### config.mk
export PLATFORM = sky130hd
export DESIGN_NAME = dds_freq_meter
export DESIGN_NICKNAME = d
export VERILOG_FILES = /design/src/rtl/dds_pkg.sv /design/src/rtl/sync_edge_det.sv /design/src/rtl/dds_freq_meter.sv
export SDC_FILE = /design/constraint.sdc
export NUM_CORES = 1
export LEC_CHECK = 0
export BUFFER_PORTS_ARGS = -buffer_cell sky130_fd_sc_hd__buf_2
export CAP_MARGIN = 10
export CORE_MARGIN = 4
export CORE_UTILIZATION = 35
export DETAILED_ROUTE_END_ITERATION = 12
export GPL_ROUTABILITY_DRIVEN = 0
export GPL_TIMING_DRIVEN = 1
export HOLD_SLACK_MARGIN = 0.03
export PLACE_DENSITY = 0.63
export SYNTH_ARGS = -nofsm -noshare
export SYNTH_HDL_FRONTEND = slang
export SYNTH_SLANG_ARGS = --single-unit
### constraint.sdc
create_clock -name clk -period 2.35 [get_ports clk]
set_input_delay 0.705 -clock clk [delete_from_list [all_inputs] [get_ports clk]]
set_output_delay 0.705 -clock clk [all_outputs]
set_load 0.01 [all_outputs]
### src/rtl/dds_pkg.sv
// Shared DDS definitions: accumulator/tuning-word widths and the frequency meter FSM states.
package dds_pkg;
  localparam int unsigned DDS_ACC_W  = 18;
  localparam int unsigned DDS_FREQ_W = 10;

  typedef enum logic [1:0] {
    IDLE = 2'd0,
    GATE = 2'd1,
    HOLD = 2'd2
  } meter_state_e;
endpackage

### src/rtl/sync_edge_det.sv
// Multi-flop synchronizer for an asynchronous input followed by a rising-edge detector.
module sync_edge_det #(
  parameter int unsigned STAGES = 2
) (
  input  logic clk,
  input  logic reset_n,
  input  logic din,
  output logic rise_c
);

  logic [STAGES-1:0] sync_q;
  logic              hist_q;

  always_ff @(posedge clk or negedge reset_n) begin
    if (!reset_n) begin
      sync_q <= '0;
      hist_q <= 1'b0;
    end else begin
      sync_q <= {sync_q[STAGES-2:0], din};
      hist_q <= sync_q[STAGES-1];
    end
  end

  assign rise_c = sync_q[STAGES-1] & ~hist_q;

endmodule

### src/rtl/dds_freq_meter.sv
// Gated edge counter: counts square_in rising edges over 2^GATE_LOG2 clocks and reports the
// count as a DDS tuning-word estimate with no-signal and overflow flags.
module dds_freq_meter
  import dds_pkg::*;
#(
  parameter int unsigned GATE_LOG2   = DDS_ACC_W,
  parameter int unsigned CNT_W       = DDS_FREQ_W,
  parameter int unsigned SYNC_STAGES = 2
) (
  input  logic             clk,
  input  logic             reset_n,
  input  logic             enable,
  input  logic             continuous,
  input  logic             square_in,
  output logic [CNT_W-1:0] freq_est,
  output logic             valid,
  output logic             no_signal,
  output logic             overflow
);

  localparam int unsigned            EDGE_W    = CNT_W + 1;
  localparam logic [EDGE_W-1:0]      EDGE_SAT  = EDGE_W'(1) << CNT_W;
  localparam logic [GATE_LOG2-1:0]   GATE_LAST = '1;
  localparam logic [CNT_W-1:0]       EST_MAX   = '1;

  meter_state_e         state_q, state_d;
  logic [GATE_LOG2-1:0] gate_cnt_q;
  logic [EDGE_W-1:0]    edge_cnt_q;
  logic [EDGE_W-1:0]    edge_cnt_nxt_c;
  logic                 terminal_c;
  logic                 rise_c;

  sync_edge_det #(
    .STAGES (SYNC_STAGES)
  ) u_sync_edge_det (
    .clk     (clk),
    .reset_n (reset_n),
    .din     (square_in),
    .rise_c  (rise_c)
  );

  // Saturating edge count including any rise in the current cycle.
  always_comb begin
    edge_cnt_nxt_c = edge_cnt_q;
    if (rise_c && (edge_cnt_q != EDGE_SAT)) begin
      edge_cnt_nxt_c = edge_cnt_q + EDGE_W'(1);
    end
  end

  assign terminal_c = (state_q == GATE) && enable && (gate_cnt_q == GATE_LAST);

  always_ff @(posedge clk or negedge reset_n) begin
    if (!reset_n) begin
      state_q <= IDLE;
    end else begin
      state_q <= state_d;
    end
  end

  always_comb begin
    state_d = state_q;
    unique case (state_q)
      IDLE: if (enable) state_d = GATE;
      GATE: begin
        if (!enable) begin
          state_d = IDLE;
        end else if (terminal_c && !continuous) begin
          state_d = HOLD;
        end
      end
      HOLD: if (!enable) state_d = IDLE;
      default: state_d = IDLE;
    endcase
  end

  // Counters run only in an enabled gate window and restart right after the terminal cycle.
  always_ff @(posedge clk or negedge reset_n) begin
    if (!reset_n) begin
      gate_cnt_q <= '0;
      edge_cnt_q <= '0;
    end else if ((state_q == GATE) && enable && !terminal_c) begin
      gate_cnt_q <= gate_cnt_q + GATE_LOG2'(1);
      edge_cnt_q <= edge_cnt_nxt_c;
    end else begin
      gate_cnt_q <= '0;
      edge_cnt_q <= '0;
    end
  end

  always_ff @(posedge clk or negedge reset_n) begin
    if (!reset_n) begin
      freq_est  <= '0;
      valid     <= 1'b0;
      no_signal <= 1'b0;
      overflow  <= 1'b0;
    end else begin
      valid <= terminal_c;
      if (terminal_c) begin
        freq_est  <= edge_cnt_nxt_c[CNT_W] ? EST_MAX : edge_cnt_nxt_c[CNT_W-1:0];
        overflow  <= (edge_cnt_nxt_c == EDGE_SAT);
        no_signal <= (edge_cnt_nxt_c == '0);
      end
    end
  end

endmodule

==> metrics.md <==
| Metric | Value |
|---|---|
| Run status | `complete, no violations` |
| Wire length on met3 | `130 microns` |
| Max frequency | `486 MHz` |
| Critical Path RT | `2550 ps` |
| Post-Synthesis Cells | `215` |
| Worst Skew | `5.06 ps` |
| Root Buffer | `clkbuf_8` |
| Place WS | `301 ps` |
| Int Pwr | `0.00103 W` |
| Setup Buffers After CTS | `0` |
| Final Non-Filler Cells | `312` |
| Worst endpoint data arrival time | `2260 ps` |
| Switching part of the total power | `0.219` |
| CTS tree | `yes` |
| Slew margin rel. | `0.616` |
| Die X-Extent | `87.1 microns` |
| Post-route setup slack | `290 ps` |
| Final hold violation count | `0` |
| Die area | `0.00758 sq mm` |
| Mean Syn Cell Area | `10.2 sq um` |
| FP Rows | `28` |
| Drt first pass iters | `4` |
| Crit path launch type | `flip-flop` |
| Met2 Wirelength | `1.97 mm` |
| FF-to-FF Start | `edge_cnt_q[0]$_DFF_PN0_` |
| CP endpoint | `no_signal$_DFFE_PN0P_` |
| Nets | `246` |
| DR top layer | `met4` |
| Maxcap violations | `0` |
| # DRC | `0` |
| Reg power frac | `0.623` |
| Capturing point of the worst reg2reg path | `no_signal$_DFFE_PN0P_` |
| Leak | `1.11 nW` |
| Area growth syn-to-layout | `11.2%` |
| Syn_nets | `223` |
| Clk buf depth | `2` |
| Post-CTS Resized | `0` |
| CTS buffer count | `5` |
| Synthesis Warnings | `0` |
| Crit path time final | `2060 ps` |
| Total power | `0.00132 W` |
| Fillcell total | `591` |
| Critical path's slowest cell | `or3_1` |
| Synth Register Bits | `47` |
| Worst-Skew Late Latency | `290 ps` |
| Number of global-route vias before repair | `1,547` |
| Final setup fails | `0` |
| CP bufs+invs | `0` |
| Port Buffer Count | `17` |
| Core outline area | `0.00599 sq mm` |
| Clock transition at path regs | `80 ps` |
| H-tree levels | `2` |
| Post-DP HPWL | `2.95 mm` |
| Initial antenna violation count | `0` |
| CP startpoint | `edge_cnt_q[0]$_DFF_PN0_` |
| CP most frequent cell | `o31ai_1` |
| Pwr dens | `544 mW/mm^2` |
| WL final | `3.96 mm` |
| Clock sink count | `47` |
| Measured slew at the worst slew-check pin | `576 ps` |
| Yosys cell types | `39` |
| Worst hold path class | `flip-flop to flip-flop` |
| Critical path, cell by cell | `ha_1 -> nand4b_1 -> or3_1 -> o31ai_1 -> nand3_1 -> o31ai_1` |
| Via density | `4.80` |
| Crit. path cell count | `6` |
| GRT Residual Overflow | `0` |
| Hold Buf Count CTS | `0` |
| NetSw | `0.000289 W` |
| N_diodes | `0` |
| Max stage delay on crit path | `430 ps` |
| Fin Setup TNS | `0 ps` |
| Met1 wire length | `1.77 mm` |
| Drt initial violations | `49` |
| Io pins | `18` |
| Register area share after synthesis | `0.538` |
| CP Capture Type | `flip-flop` |
| Top Family by Delay on Critical Path | `simple AND/OR/NAND/NOR gates` |
| Worst-case vdd ir drop | `339 uV` |
| GR Util All Layers | `0.121` |
| Peak fanout along the critical path | `5` |
| FF-to-FF path depth | `6` |
| Final period util | `0.876` |
| Mapped cell area | `0.00219 sq mm` |
| Comb power frac | `0.044` |
| Routed len/inst | `12.7 microns` |
| Setup CP Type | `flip-flop to flip-flop` |
| Clock power share | `0.333` |
| Die height | `87.1 microns` |
| Slew Limit Fails | `0` |
| First-pass GRT wire length | `7.14 mm` |
| Placed cells | `306` |
| RSZ-0062 raised after global routing | `no` |
| Share of cells above drive strength 1 | `0.139` |
| Pin count of the biggest net entering global routing | `48` |
| Slack of the worst reg-to-reg path | `290 ps` |
| Vias | `1,498` |
| Initial Util | `0.365` |
| Final ANT Viol Nets | `0` |
power groups by stage:
stage | Sequential [W] | Clock, W | Combinational (W)
after detailed placement | 0.000840 | 0 | 0.0000614
after floorplan | 0.000838 | 0 | 0.0000287
final | 0.000824 | 0.000441 | 0.0000581
after global placement | 0.000839 | 0 | 0.0000613
after global routing | 0.000825 | 0.000489 | 0.0000702
after CTS | 0.000824 | 0.000456 | 0.0000619
metrics by stage:
stage	instance area (sq um)	hold slack, ps	utilization
after CTS	2430	354	0.406
after detailed placement	2360	337	0.394
after global routing	2430	369	0.406
after global placement	2360	337	0.394
final	2430	354	0.406
after floorplan	2190	331	-
synthesized netlist by cell type:
cell type  count  share of area
nor2_2         1         0.0029
a21oi_1        3         0.0069
dfrtp_1       47           0.54
a22oi_1        1         0.0034
nand3_1        8          0.018
or3_1          4          0.011
buf_8          1         0.0069
o31a_1         1         0.0040
a21oi_2        2         0.0080
nor3_1         3         0.0069
ha_1           3          0.017
or2_2          1         0.0029
buf_6          1         0.0051
and3_1         6          0.017
or2_1          1         0.0029
nand2_1       15          0.026
inv_1          8          0.014
and3b_1        1         0.0040
nand3_2        1         0.0046
o22ai_1        1         0.0029
nor4_1         3         0.0086
xor2_1        10          0.040
clkbuf_1       3         0.0051
nand4b_1       1         0.0040
xnor2_1       16          0.064
nand2b_1       2         0.0057
o21bai_2       1         0.0051
nand3b_1       4          0.014
nand4_1        2         0.0057
a31oi_1        8          0.023
o32a_1         1         0.0046
clkinv_8       1         0.0074
and2_1         2         0.0057
and4_1         2         0.0080
mux2i_1        1         0.0046
o31ai_1        3          0.010
o21ai_0        2         0.0046
nor3b_1        1         0.0034
nor2_1        43          0.074
per-layer routing:
metal	GRT usage	vias up
met3	0.0255	7
met1	0.148	701
met4	0.0482	0
met5	0	-
li1	-	771
met2	0.208	19
worst min-delay path by stage:
stage	from	to	slack, ps	cells past startpoint
after floorplan	u_sync_edge_det.sync_q[0]$_DFF_PN0_	u_sync_edge_det.sync_q[1]$_DFF_PN0_	330	0
after global placement	u_sync_edge_det.sync_q[0]$_DFF_PN0_	u_sync_edge_det.sync_q[1]$_DFF_PN0_	340	0
after detailed placement	u_sync_edge_det.sync_q[0]$_DFF_PN0_	u_sync_edge_det.sync_q[1]$_DFF_PN0_	340	0
after CTS	u_sync_edge_det.sync_q[0]$_DFF_PN0_	u_sync_edge_det.sync_q[1]$_DFF_PN0_	350	0
after global routing	u_sync_edge_det.sync_q[0]$_DFF_PN0_	u_sync_edge_det.sync_q[1]$_DFF_PN0_	370	0
final	u_sync_edge_det.sync_q[0]$_DFF_PN0_	u_sync_edge_det.sync_q[1]$_DFF_PN0_	350	0
flip-flops by register name, indices dropped and copies added, names as in the netlist:
signal / flops
gate_cnt_q: 18
edge_cnt_q: 11
freq_est: 10
state_q: 2
u_sync_edge_det.sync_q: 2
no_signal: 1
overflow: 1
u_sync_edge_det.hist_q: 1
valid: 1
cell type report:
cell class              instances  area, sq um  area share
flip-flops and latches         47         1180       0.484
multi-input cells             154          927       0.381
repair buffers                 21          115      0.0473
well taps                      75         93.8      0.0386
clock buffers                   6         72.6      0.0299
inverters                       9         46.3      0.0190
cells in the final DEF, fill, tap and decap left out, types with 4 or more instances in the layout:
cell type,n
buf_4,4
xor2_1,10
nor2_1,43
or3_1,4
dfrtp_1,47
nand2_1,15
a31oi_1,8
nand3b_1,4
nand3_1,8
buf_2,17
inv_1,8
and3_1,6
clkbuf_8,5
xnor2_1,16
cell families (layout without fill, tap and decap cells):
kind of cell             count (synthesis)  in the layout  synth area share
flip-flops                              47             47             0.538
XOR/XNOR                                26             26             0.104
AO/OA/AOI/OAI                           23             23            0.0727
buffers and inverters                   14             36            0.0383
AND/OR/NAND/NOR                        101            101             0.225
adder cells (fa/ha/maj)                  3              3            0.0172
multiplexers                             1              1           0.00458
(Power assumes the default switching activity.)
